$ cat src/rtl/gpr_wb_arbiter_if.sv
// Write-back bus between the ALU/load requesters and the GPR write port.
// The master side drives requests and stall; the slave side is the arbiter.
interface gpr_wb_arbiter_if #(
   parameter int DATA_W = 8,
   parameter int ADDR_W = 3
);
   logic              alu_valid;
   logic [ADDR_W-1:0] alu_dest;
   logic [DATA_W-1:0] alu_data;
   logic              alu_ready;
   logic              mem_valid;
   logic [ADDR_W-1:0] mem_dest;
   logic [DATA_W-1:0] mem_data;
   logic              mem_ready;
   logic              wb_stall;
   logic              reg_write_en;
   logic [ADDR_W-1:0] reg_write_dest;
   logic [DATA_W-1:0] reg_write_data;

   modport master (
      output alu_valid, alu_dest, alu_data, mem_valid, mem_dest, mem_data, wb_stall,
      input  alu_ready, mem_ready, reg_write_en, reg_write_dest, reg_write_data
   );

   modport slave (
      input  alu_valid, alu_dest, alu_data, mem_valid, mem_dest, mem_data, wb_stall,
      output alu_ready, mem_ready, reg_write_en, reg_write_dest, reg_write_data
   );
endinterface

$ cat src/rtl/gpr_wb_arbiter.sv
// Round-robin write-back arbiter for the 8x8 GPR write port, with a busy
// scoreboard for RAW hazard detection and a saturating commit counter.
module gpr_wb_arbiter #(
   parameter int DATA_W = 8,
   parameter int ADDR_W = 3,
   parameter int NREG   = 8
) (
   input  logic              clk,
   input  logic              rst,
   gpr_wb_arbiter_if.slave   wb,
   input  logic              issue_en,
   input  logic [ADDR_W-1:0] issue_dest,
   input  logic [ADDR_W-1:0] chk_addr_1,
   input  logic [ADDR_W-1:0] chk_addr_2,
   output logic              chk_busy_1,
   output logic              chk_busy_2,
   output logic [NREG-1:0]   busy_mask,
   output logic [15:0]       wb_count
);

   logic              last_alu_q, last_alu_d;
   logic              reg_write_en_q, reg_write_en_d;
   logic [ADDR_W-1:0] reg_write_dest_q, reg_write_dest_d;
   logic [DATA_W-1:0] reg_write_data_q, reg_write_data_d;
   logic [NREG-1:0]   busy_mask_q, busy_mask_d;
   logic [15:0]       wb_count_q, wb_count_d;
   logic              alu_req_s, mem_req_s;
   logic              grant_alu_s, grant_mem_s;

   // On contention the requester not served last wins; last_alu_q tracks that.
   always_comb begin
      alu_req_s   = wb.alu_valid && !wb.wb_stall;
      mem_req_s   = wb.mem_valid && !wb.wb_stall;
      grant_alu_s = alu_req_s && (!mem_req_s || !last_alu_q);
      grant_mem_s = mem_req_s && (!alu_req_s || last_alu_q);

      last_alu_d       = last_alu_q;
      reg_write_en_d   = grant_alu_s || grant_mem_s;
      reg_write_dest_d = reg_write_dest_q;
      reg_write_data_d = reg_write_data_q;
      if (grant_alu_s) begin
         last_alu_d       = 1'b1;
         reg_write_dest_d = wb.alu_dest;
         reg_write_data_d = wb.alu_data;
      end else if (grant_mem_s) begin
         last_alu_d       = 1'b0;
         reg_write_dest_d = wb.mem_dest;
         reg_write_data_d = wb.mem_data;
      end else begin
         last_alu_d = last_alu_q;
      end
   end

   // A new issue to a register supersedes a write retiring to it on the same edge.
   always_comb begin
      busy_mask_d = busy_mask_q;
      for (int i = 0; i < NREG; i++) begin
         if (issue_en && (issue_dest == ADDR_W'(i))) begin
            busy_mask_d[i] = 1'b1;
         end else if (reg_write_en_q && (reg_write_dest_q == ADDR_W'(i))) begin
            busy_mask_d[i] = 1'b0;
         end else begin
            busy_mask_d[i] = busy_mask_q[i];
         end
      end
   end

   always_comb begin
      wb_count_d = wb_count_q;
      if (reg_write_en_q && (wb_count_q != 16'hFFFF)) begin
         wb_count_d = wb_count_q + 16'd1;
      end else begin
         wb_count_d = wb_count_q;
      end
   end

   always_ff @(posedge clk) begin
      if (rst) begin
         last_alu_q       <= 1'b1;
         reg_write_en_q   <= 1'b0;
         reg_write_dest_q <= {ADDR_W{1'b0}};
         reg_write_data_q <= {DATA_W{1'b0}};
         busy_mask_q      <= {NREG{1'b0}};
         wb_count_q       <= 16'd0;
      end else begin
         last_alu_q       <= last_alu_d;
         reg_write_en_q   <= reg_write_en_d;
         reg_write_dest_q <= reg_write_dest_d;
         reg_write_data_q <= reg_write_data_d;
         busy_mask_q      <= busy_mask_d;
         wb_count_q       <= wb_count_d;
      end
   end

   assign wb.alu_ready      = grant_alu_s;
   assign wb.mem_ready      = grant_mem_s;
   assign wb.reg_write_en   = reg_write_en_q;
   assign wb.reg_write_dest = reg_write_dest_q;
   assign wb.reg_write_data = reg_write_data_q;
   assign busy_mask         = busy_mask_q;
   assign wb_count          = wb_count_q;
   assign chk_busy_1        = busy_mask_q[chk_addr_1];
   assign chk_busy_2        = busy_mask_q[chk_addr_2];

endmodule

$ cat src/flat_wrapper.sv
// flat-port wrapper written by rule: the top's interface ports become plain ports
module gpr_wb_arbiter_flat 
#(
   parameter int DATA_W = 8,
   parameter int ADDR_W = 3,
   parameter int NREG   = 8
)
  (clk, rst, issue_en, issue_dest, chk_addr_1, chk_addr_2, chk_busy_1, chk_busy_2, busy_mask, wb_count, wb_alu_valid, wb_alu_dest, wb_alu_data, wb_mem_valid, wb_mem_dest, wb_mem_data, wb_wb_stall, wb_alu_ready, wb_mem_ready, wb_reg_write_en, wb_reg_write_dest, wb_reg_write_data);
  gpr_wb_arbiter_if #(.DATA_W(DATA_W), .ADDR_W(ADDR_W)) wb_i ();
  input  logic clk;
  input  logic rst;
  input  logic issue_en;
  input  logic [ADDR_W-1:0] issue_dest;
  input  logic [ADDR_W-1:0] chk_addr_1;
  input  logic [ADDR_W-1:0] chk_addr_2;
  output logic chk_busy_1;
  output logic chk_busy_2;
  output logic [NREG-1:0] busy_mask;
  output logic [15:0] wb_count;
  input wire logic [$bits(wb_i.alu_valid)-1:0] wb_alu_valid;
  input wire logic [$bits(wb_i.alu_dest)-1:0] wb_alu_dest;
  input wire logic [$bits(wb_i.alu_data)-1:0] wb_alu_data;
  input wire logic [$bits(wb_i.mem_valid)-1:0] wb_mem_valid;
  input wire logic [$bits(wb_i.mem_dest)-1:0] wb_mem_dest;
  input wire logic [$bits(wb_i.mem_data)-1:0] wb_mem_data;
  input wire logic [$bits(wb_i.wb_stall)-1:0] wb_wb_stall;
  output wire logic [$bits(wb_i.alu_ready)-1:0] wb_alu_ready;
  output wire logic [$bits(wb_i.mem_ready)-1:0] wb_mem_ready;
  output wire logic [$bits(wb_i.reg_write_en)-1:0] wb_reg_write_en;
  output wire logic [$bits(wb_i.reg_write_dest)-1:0] wb_reg_write_dest;
  output wire logic [$bits(wb_i.reg_write_data)-1:0] wb_reg_write_data;
  assign wb_i.alu_valid = wb_alu_valid;
  assign wb_i.alu_dest = wb_alu_dest;
  assign wb_i.alu_data = wb_alu_data;
  assign wb_i.mem_valid = wb_mem_valid;
  assign wb_i.mem_dest = wb_mem_dest;
  assign wb_i.mem_data = wb_mem_data;
  assign wb_i.wb_stall = wb_wb_stall;
  assign wb_alu_ready = wb_i.alu_ready;
  assign wb_mem_ready = wb_i.mem_ready;
  assign wb_reg_write_en = wb_i.reg_write_en;
  assign wb_reg_write_dest = wb_i.reg_write_dest;
  assign wb_reg_write_data = wb_i.reg_write_data;
  gpr_wb_arbiter #(.DATA_W(DATA_W), .ADDR_W(ADDR_W), .NREG(NREG)) u_core (.clk(clk), .rst(rst), .wb(wb_i), .issue_en(issue_en), .issue_dest(issue_dest), .chk_addr_1(chk_addr_1), .chk_addr_2(chk_addr_2), .chk_busy_1(chk_busy_1), .chk_busy_2(chk_busy_2), .busy_mask(busy_mask), .wb_count(wb_count));
endmodule
$ cat config.mk
export PLATFORM = sky130hd
export DESIGN_NAME = gpr_wb_arbiter_flat
export DESIGN_NICKNAME = d
export VERILOG_FILES = /design/src/rtl/gpr_wb_arbiter_if.sv /design/src/rtl/gpr_wb_arbiter.sv /design/src/flat_wrapper.sv
export SDC_FILE = /design/constraint.sdc
export NUM_CORES = 1
export LEC_CHECK = 0
export CAP_MARGIN = 20
export CORE_MARGIN = 4
export CORE_UTILIZATION = 44
export CTS_BUF_LIST = sky130_fd_sc_hd__clkbuf_8
export DETAILED_ROUTE_END_ITERATION = 12
export GPL_ROUTABILITY_DRIVEN = 0
export PLACE_DENSITY = 0.82
export SYNTH_ARGS = -nofsm -noshare
export SYNTH_HDL_FRONTEND = slang
export SYNTH_SLANG_ARGS = --single-unit
$ cat constraint.sdc
create_clock -name clk -period 2.2 [get_ports clk]
set_input_delay 0.55 -clock clk [delete_from_list [all_inputs] [get_ports clk]]
set_output_delay 0.55 -clock clk [all_outputs]
set_load 0.01 [all_outputs]
== Word level (Yosys, flattened, before mapping) ==
Index checks and enable logic that the tools add are counted.

* Bits in registers: 37
* Bits in latches: 0
* RAM bits: 0
* Bits in read-only memories: 0
* Output and inout bits: 40
* Memories kept: 0

* $add $sub $neg: 1
* Multipliers: 0
* Div/mod/pow operators: 0
* Order comparisons: 2
* Equality and inequality tests: 15
* Shift-type cells: 0
* Muxes and demuxes: 24
* Bitwise logic cells: 0
* Reduce and logical (&&, ||, !) cells: 40

{| class="wikitable"
|+ Operators with widths
! kind !! count
|-
| == test 3 bit (second input constant) || 8
|-
| logical AND 1 bit || 21
|-
| two-way mux 1 bit || 18
|-
| nonzero test 2 bit || 9
|-
| adder 16 x 1 -> 16 bit (second input constant) || 1
|-
| two-way mux 8 bit || 2
|-
| inequality test 16 bit (second input constant) || 1
|-
| == test 3 x 2 -> 1 bit (second input constant) || 4
|-
| < comparator 3 x 4 -> 1 bit (second input constant) || 2
|-
| binary-select mux 1 bit (select 3 bit) || 2
|-
| == test 3 x 1 -> 1 bit (second input constant) || 2
|-
| logical NOT 3 bit || 2
|-
| two-way mux 3 bit || 2
|-
| logical NOT 1 bit || 4
|-
| logical OR 1 bit || 3
|-
| OR reduction 2 bit || 1
|}

== Longest topological paths before layout ==
Gate-level depths: netlist of run 1.

* Depth in word-level cells: 7
* Gate-level depth with buffers: 6
* Mapped depth without buffers: 5

== Worst setup path after synthesis of run 1 ==
OpenSTA, ideal clock, no wires.

* Kind: register -> register
* Start point: register u_core.wb_count_q[0] (netlist: u_core.wb_count[0])
* End point: register u_core.wb_count_q[1] (netlist: u_core.wb_count[1])
* Setup time: 0.128 ns
* Arrival: 1.729 ns
* Slack: 0.343 ns
* Stages on the path, launching flop included: 6
* Buffers on the path: 0
* Cell sequence: dfxtp_1 -> ha_1 -> nand4_1 -> o41ai_1 -> mux2i_1 -> nor2_1

* Longest elaborated chain between the ends: 2
* Elaborated cells between the ends (all ways): 3
* Those cells by class: add/sub: 1; eq/ne: 1; reduce/logical: 1

{| class="wikitable"
|+ RTL lines
! element !! line !! source
|-
| start: declaration || gpr_wb_arbiter.sv:26 || <nowiki>logic [15:0] wb_count_q, wb_count_d;</nowiki>
|-
| start signal: assignment || gpr_wb_arbiter.sv:91 || <nowiki>wb_count_q <= wb_count_d;</nowiki>
|-
| parallel branches: the longest is 2 deep, another holds adder 16 x 1 -> 16 bit || n/a ||
|}

Parallel ways; which one is timed is not known.
A chain may end at the register's enable or synchronous reset.

== Final worst setup path of run 1 ==
* Start point: input port chk_addr_1[1]
* End point: output port chk_busy_1

* Longest elaborated chain between the ends: 2

{| class="wikitable"
|+ RTL lines
! element !! line !! source
|-
| start: declaration || flat_wrapper.sv:14 || <nowiki>input logic [ADDR_W-1:0] chk_addr_1;</nowiki>
|-
| binary-select mux 1 bit (select 3 bit) || gpr_wb_arbiter.sv:102 || <nowiki>assign chk_busy_1 = busy_mask_q[chk_addr_1];</nowiki>
|-
| two-way mux 1 bit (implied by the code) || gpr_wb_arbiter.sv:102 ||
|-
| end: declaration || flat_wrapper.sv:16 || <nowiki>output logic chk_busy_1;</nowiki>
|}

Every way passes these cells. The select of a mux whose other input is x is not followed.

==> out/results.tsv, run 1 <==
stage	metric	value	unit
finish	post-layout net count	323	
critical_path	crit path max fanout	2	
finish	share of layout cells above drive strength 1	15.0	%
critical_path	delay-heaviest family, CP	multiplexers	
worst_hold_path	worst min path class	flip-flop to flip-flop	
sta	final hold violations	0	
sta	# setup viols final	0	
logic_synthesis	mux cell area share after synthesis	14.5	%
clock_network	Root Buffer	clkbuf_8	
critical_path	RR Endpoint	u_core.wb_count[1]	
clock_network	sinks on the clock net	37	
logic_synthesis	Synth Warn #	0	
clock_network	Max clock buf depth	2	
critical_path	WP buf/inv	2	
critical_path	worst-path cell chain	clkdlybuf4s15_2 > mux4_2 > mux2_4 > buf_6	
sta	fin crit period	2.18	ns
logic_synthesis	synth top area cells	dfxtp_1 41%, mux2i_1 7.1%, o2bb2ai_1 5.3%	
logic_synthesis	Synth top area share	40.6	%
flow_run	Max Cap Violations	0	
global_route	GRT Total Usage	18.5	%
logic_synthesis	post-synthesis xor/xnor area fraction	0.480	%
critical_path	crit path capture type	output port	
place	# port buffers	76	
route	Vias/cell	5.46	
floorplan	core area	0.00400	sq mm
sta	hold slack	0.470	ns
global_route	first-pass GRT wire length	7760	microns
route	first-pass iteration count of the detailed router	4	
critical_path	R2R cell count	6	
logic_synthesis	largest family of logic cells by synthesized area	simple AND/OR/NAND/NOR gates	
finish	final std cells w/o fill	336	
worst_hold_path	hold path endpoint	u_core.wb.reg_write_data[1]	
logic_synthesis	Mapped Cells	195	
logic_synthesis	Post-Syn Nets	233	
global_route	initial antenna violation count	0	
clock_network	Max H-tree Level	2	
logic_synthesis	Seq/Total Area, Yosys	40.6	%
place	Cells after DPL	328	
finish	n_diodes	0	
global_route	largest net degree at the start of global routing	30	
sta	final cycle utilization of the critical path	99.1	%
pwr	Worst VDD drop	0.336	mV
logic_synthesis	Synth Area in Adders	0.686	%
worst_hold_path	WHS Path Cells	1	
clock_network	CTS tree	yes	
logic_synthesis	Cell variety after synth	36	
route	Avg WL per Cell	14.4	microns
floorplan	Chip Width	72.4	microns
critical_path	WP data arrival	1.63	ns
clock_network	hold buffer count at CTS	0	
critical_path	WS Path Type	primary input to output port	
clock_network	clock slew at reported path FFs	0.08	ns
critical_path	Worst path max stage delay	0.49	ns
sta	fmax	459	MHz
sta	fin. max-slew vios	0	
clock_network	TritonCTS Buffers	5	
floorplan	die area	0.00524	sq mm
route	Post-Route WL	4850	microns
route	# DRC	0	
clock_network	Clock Latency Late Sink	0.29	ns
logic_synthesis	Compound-Gate Fraction of Synth Area	19.2	%
place	hpwl dp	3650	microns
pwr	P per Cell Area	556	mW/mm^2
route	Starting DRT DRC Count	114	
critical_path	RR Startpoint	u_core.wb_count[1]	
sta	Slew HR	63.0	%
worst_hold_path	hold_sp	u_core.wb.reg_write_data[1]	
logic_synthesis	Synth Area in Simple Gates	20.4	%
critical_path	crit path max-delay cell type	mux4_2	
floorplan	Vert. Die Dim	72.4	microns
global_route	vias in the first global route	1647	
logic_synthesis	Seq cells post-synth	37	
finish	synthesis-to-layout area growth	54.5	%
global_route	total congestion overflow	0	
route	Vias	1833	
pwr	leakage dissipation	1.06	nW
logic_synthesis	Mapped Area	0.00182	sq mm
route	DRT antenna net count	0	
critical_path	CP required	1.65	ns
finish	Layout fillers	332	
logic_synthesis	area leader, netlist	dfxtp_1	
logic_synthesis	post-synthesis average cell area	9.36	sq um
critical_path	Setup crit start kind	primary input	
floorplan	number of I/O pins	77	
sta	Slew @ Worst Pin	0.550	ns
run_status	status	completed	
critical_path	flop2flop setup slack	0.24	ns
floorplan	row count	23	
sta	RSZ-0062 raised after global routing	false	
floorplan	Initial Util	45.6	%
sta	Worst Skew	0.00596	ns
worst reg2reg max path, cell delays in order, from the launching register on:
cell,delay [ns]
dfxtp_1,0.40
ha_1,0.27
nand4_1,0.30
o41ai_1,0.46
buf_4,0.18
mux2i_1,0.19
nor2_1,0.05
worst max path at each step:
stage,depth (start not counted),startpoint,to
finish,4,chk_addr_1[1],chk_busy_1
global route,4,chk_addr_1[1],chk_busy_1
CTS,4,chk_addr_2[0],chk_busy_2
detailed placement,4,chk_addr_2[0],chk_busy_2
global placement,4,chk_addr_1[1],chk_busy_1
floorplan,5,u_core.wb_count[0],u_core.wb_count[1]
per-layer routing:
| metal | track usage, % | vias up | wire [microns] |
|---|---|---|---|
| li1 | - | 923 | - |
| met1 | 23.0 | 853 | 2070 |
| met2 | 32.3 | 51 | 2500 |
| met3 | 3.60 | 6 | 220 |
| met4 | 5.53 | 0 | 57 |
| met5 | 0 | - | 0 |
per-stage QoR:
stage	power (mW)	setup TNS [ns]	area [sq um]	util (%)	setup slack [ns]
2_1_floorplan	0.817	0	1820	-	0.343
3_3_place_gp	0.966	-1.68	2710	67.7	-0.627
3_5_place_dp	0.970	-1.81	2710	67.7	-0.690
4_1_cts	1.58	-0.0214	2820	70.5	-0.0214
5_1_grt	1.63	0	2820	70.4	0.00158
6_report	1.57	0	2820	70.4	0.0207
cells in the mapped netlist:
master     instances
dfxtp_1           37
a21oi_1           18
mux2i_1           13
nor2_1            12
o21ai_0           11
o2bb2ai_1         11
nand3_1            9
nand2_1            8
inv_1              6
nand2b_1           6
nand4_1            6
nor2b_1            6
o31ai_1            5
clkbuf_1           4
mux2_2             4
mux4_2             4
nor4_1             4
or3_1              4
or4_1              4
o41ai_1            3
a31oi_1            2
clkbuf_8           2
nor3_1             2
or2_2              2
a211o_1            1
a211oi_1           1
a21o_1             1
and4_1             1
buf_2              1
clkbuf_2           1
ha_1               1
nand2_2            1
nand3_2            1
o31a_1             1
or4_4              1
xor2_1             1
registers in the layout, indices dropped and copies added (netlist names):
register and count:
u_core.wb.reg_write_dest 3, u_core.wb.reg_write_en 1, u_core.busy_mask 8, u_core.wb.reg_write_data 8
u_core.wb_count 16, u_core.last_alu_q 1
cell usage in the layout, fill, tap and decap left out, types with 2 or more instances in the layout:
cell,netlist,final
a21oi_1,18,18
a31oi_1,2,2
buf_4,0,15
buf_6,0,2
clkbuf_2,1,3
clkbuf_8,2,6
clkdlybuf4s50_1,0,68
dfxtp_1,37,37
inv_1,6,6
mux2_2,4,2
mux2_4,0,2
mux2i_1,13,13
mux4_2,4,4
nand2_1,8,8
nand2b_1,6,6
nand3_1,9,9
nand4_1,6,6
nor2_1,12,12
nor2b_1,6,6
nor3_1,2,2
nor4_1,4,4
o21ai_0,11,11
o2bb2ai_1,11,11
o31ai_1,5,5
o41ai_1,3,3
or2_2,2,2
or3_1,4,4
or4_1,4,4
kinds of logic after synthesis:
logic type	after synthesis
buffers and inverters	14
multiplexers	21
AO/OA/AOI/OAI	54
flip-flops	37
AND/OR/NAND/NOR	67
XOR/XNOR	1
adder cells (fa/ha/maj)	1
where the power goes:
group | total, mW | switching [mW] | internal [mW] | leakage, nW
combinational | 0.238 | 0.0894 | 0.149 | 0.699
clock | 0.614 | 0.245 | 0.369 | 0.0574
sequential | 0.714 | 0.0210 | 0.693 | 0.301
total | 1.57 | 0.356 | 1.21 | 1.06
cell type report:
class | instances | area (sq um) | area share [%]
flip-flops and latches | 37 | 741 | 26.3
clock inverters | 2 | 37.5 | 1.33
repair buffers | 91 | 856 | 30.4
inverters | 6 | 22.5 | 0.799
multi-input cells | 144 | 1020 | 36.1
clock buffers | 6 | 82.6 | 2.93
well taps | 50 | 62.6 | 2.22
timing repair:
| action | CTS | global route |
|---|---|---|
| resized for setup | 21 | 8 |
| setup buffers | 0 | 0 |
| hold endpoints to repair | 0 | 0 |
| setup endpoints to repair | 4 | 3 |
Note: power is estimated with default switching activity, not from simulation.
==> inputs of run 2 (changes only) <==
--- a/config.mk
+++ b/config.mk
@@ -7,11 +7,11 @@
 export LEC_CHECK = 0
 export CAP_MARGIN = 20
 export CORE_MARGIN = 4
-export CORE_UTILIZATION = 44
+export CORE_UTILIZATION = 40
 export CTS_BUF_LIST = sky130_fd_sc_hd__clkbuf_8
 export DETAILED_ROUTE_END_ITERATION = 12
 export GPL_ROUTABILITY_DRIVEN = 0
-export PLACE_DENSITY = 0.82
+export PLACE_DENSITY = 0.79
 export SYNTH_ARGS = -nofsm -noshare
 export SYNTH_HDL_FRONTEND = slang
 export SYNTH_SLANG_ARGS = --single-unit
==> constraint.sdc (replaced) <==
create_clock -name clk -period 2 [get_ports clk]
set_input_delay 0.5 -clock clk [delete_from_list [all_inputs] [get_ports clk]]
set_output_delay 0.5 -clock clk [all_outputs]
set_load 0.01 [all_outputs]
==> run 2 against run 1 <==
Clock-buffer cell count did not move. Critical path type unchanged. Register-to-register slack got worse by 0.08 ns. Combinational power rose by 13%. Design area rose by 2.7%. Critical endpoint unchanged. First-iteration DRC count fell by 30%. Cell count rose by 3.6%. Die area rose by 8.9%. Utilization fell by 4.5 points. Clock skew fell by 0.0027 ns.
==> out/results.tsv, run 2 (synthesized netlist as in run 1, its figures left out) <==
stage	metric	value	unit	change
finish	synthesis-to-layout area growth	58.6	%	was 54.5%
pwr	total power draw	1.55	mW	was 1.57 mW
route	# DRC	0		unchanged
route	Vias	1871		was 1833
clock_network	Root Buffer	clkbuf_8		unchanged
run_status	status	completed		unchanged
clock_network	hold buffer count at CTS	0		unchanged
clock_network	sinks on the clock net	37		unchanged
route	Post-Route WL	4910	microns	was 4850 microns
critical_path	worst-path cell chain	buf_4 > mux4_2 > mux2_4 > buf_6		was clkdlybuf4s15_2 > mux4_2 > mux2_4 > buf_6
floorplan	row count	24		was 23
sta	fin. max-slew vios	0		unchanged
global_route	first-pass GRT wire length	7380	microns	was 7760 microns
floorplan	Chip Width	75.5	microns	was 72.4 microns
route	first-pass iteration count of the detailed router	4		unchanged
pwr	Worst VDD drop	0.322	mV	was 0.336 mV
clock_network	CTS tree	yes		unchanged
floorplan	Initial Util	41.6	%	was 45.6%
route	DRT antenna net count	0		unchanged
route	Starting DRT DRC Count	80		was 114
critical_path	crit path max-delay cell type	mux4_2		unchanged
critical_path	WP data arrival	1.47	ns	was 1.63 ns
sta	RSZ-0062 raised after global routing	true		was false
critical_path	CP required	1.50	ns	was 1.65 ns
finish	share of layout cells above drive strength 1	19.6	%	was 15.0%
finish	commonest non-fill, non-tap cell in the layout	clkdlybuf4s50_1		unchanged
place	# port buffers	76		unchanged
critical_path	crit path max fanout	2		unchanged
finish	final std cells w/o fill	348		was 336
pwr	P per Cell Area	536	mW/mm^2	was 556 mW/mm^2
floorplan	number of I/O pins	77		unchanged
clock_network	TritonCTS Buffers	5		unchanged
finish	multi-input logic area	0.00102	sq mm	about the same
flow_run	Max Cap Violations	0		unchanged
route	Avg WL per Cell	14.1	microns	was 14.4 microns
finish	n_diodes	0		unchanged
sta	fin crit period	1.97	ns	
global_route	initial antenna violation count	0		unchanged
route	Vias/cell	5.38		was 5.46
sta	fmax	507	MHz	
finish	most frequent cells in the layout	66 x clkdlybuf4s50_1, 33 x dfxtp_1, 28 x buf_4		was 68 x clkdlybuf4s50_1, 37 x dfxtp_1, 18 x a21oi_1
sta	Worst Skew	0.00331	ns	was 0.00596 ns
critical_path	WS Path Type	primary input to output port		unchanged
sta	Slew HR	53.6	%	was 63.0%
floorplan	Vert. Die Dim	75.5	microns	was 72.4 microns
place	Cells after DPL	341		was 328
critical_path	Worst path max stage delay	0.47	ns	was 0.49 ns
clock_network	Clock Latency Late Sink	0.27	ns	was 0.29 ns
global_route	vias in the first global route	1688		was 1647
floorplan	die area	0.00570	sq mm	was 0.00524 sq mm
finish	FF+latch area	746	sq um	was 741 sq um
floorplan	core area	0.00438	sq mm	was 0.00400 sq mm
global_route	total congestion overflow	0		unchanged
place	hpwl dp	3900	microns	was 3650 microns
critical_path	crit path capture type	output port		unchanged
critical_path	Setup crit start kind	primary input		unchanged
finish	Layout fillers	393		was 332
clock_network	Max clock buf depth	2		unchanged
sta	# setup viols final	0		unchanged
clock_network	Max H-tree Level	2		unchanged
finish	post-layout net count	334		was 323
finish	max reg flops	16		unchanged
worst_hold_path	worst min path class	flip-flop to flip-flop		unchanged
clock_network	clock slew at reported path FFs	0.06	ns	was 0.08 ns
critical_path	flop2flop setup slack	0.16	ns	was 0.24 ns
sta	final cycle utilization of the critical path	98.6	%	
global_route	GRT Total Usage	16.6	%	was 18.5%
sta	final hold violations	0		unchanged
clock_network	Setup Buffers After CTS	0		unchanged
pwr	leakage dissipation	1.12	nW	was 1.06 nW
sta	Slew @ Worst Pin	0.694	ns	was 0.550 ns
global_route	largest net degree at the start of global routing	29		was 30
## run 2: cell types whose count changed in the layout (fill, tap and decap cells not counted), moves of 2 or more
| cell | before | now |
|---|---|---|
| buf_4 | 15 | 28 |
| dfxtp_1 | 37 | 33 |
| dfxtp_2 | 0 | 4 |
| buf_6 | 2 | 4 |
| clkbuf_2 | 3 | 1 |
| clkdlybuf4s50_1 | 68 | 66 |
## run 2: final timing paths
path	startpoint	end	cells after the start
min	u_core.wb.reg_write_data[7]	u_core.wb.reg_write_data[7]	1
min reg2reg	u_core.wb.reg_write_data[7]	u_core.wb.reg_write_data[7]	1
max reg2reg	u_core.wb_count[7]	u_core.wb_count[15]	4
max	chk_addr_1[0]	chk_busy_1	4
## run 2: stage by stage
stage	TNS (ns)	setup slack (ns)	hold slack [ns]	instance area, sq um	utilization [%]
2_1_floorplan	0	0.143	0.483	1820	-
3_3_place_gp	-2.23	-0.735	0.443	2790	63.7
3_5_place_dp	-2.68	-0.768	0.449	2790	63.7
4_1_cts	-0.0908	-0.0908	0.467	2890	65.9
5_1_grt	-0.0282	-0.0156	0.478	2890	66.0
6_report	0	0.0278	0.462	2890	66.0
## run 2: per-layer routing
| layer | vias up | global-route usage, % | part of all wire, % |
|---|---|---|---|
| li1 | 940 | - | - |
| met1 | 861 | 19.3 | 41 |
| met2 | 68 | 29.1 | 51 |
| met3 | 2 | 4.75 | 7.8 |
| met4 | 0 | 5.83 | 0.69 |
| met5 | - | 0 | 0 |
## run 2: power by group
group          internal (mW)  switching [mW]
Sequential             0.763          0.0226
Combinational          0.169          0.0995
Clock                  0.268           0.229
## run 2: cell type report
type | count | share of cell area (%)
Inverter | 6 | 0.779
Clock buffer | 6 | 2.85
Tap cell | 52 | 2.25
Clock inverter | 1 | 0.130
Timing Repair Buffer | 102 | 32.8
Multi-Input combinational cell | 144 | 35.4
Sequential cell | 37 | 25.8
## run 2: repair_timing
action	in CTS	in global routing
gates resized for setup	33	12
endpoints found under the setup margin	4	3
pin swaps	0	0
## run 2: critical path: cells and delay by family
kind	cells	cell delay, ns
buf+inv	2	0.21
mux	2	0.75
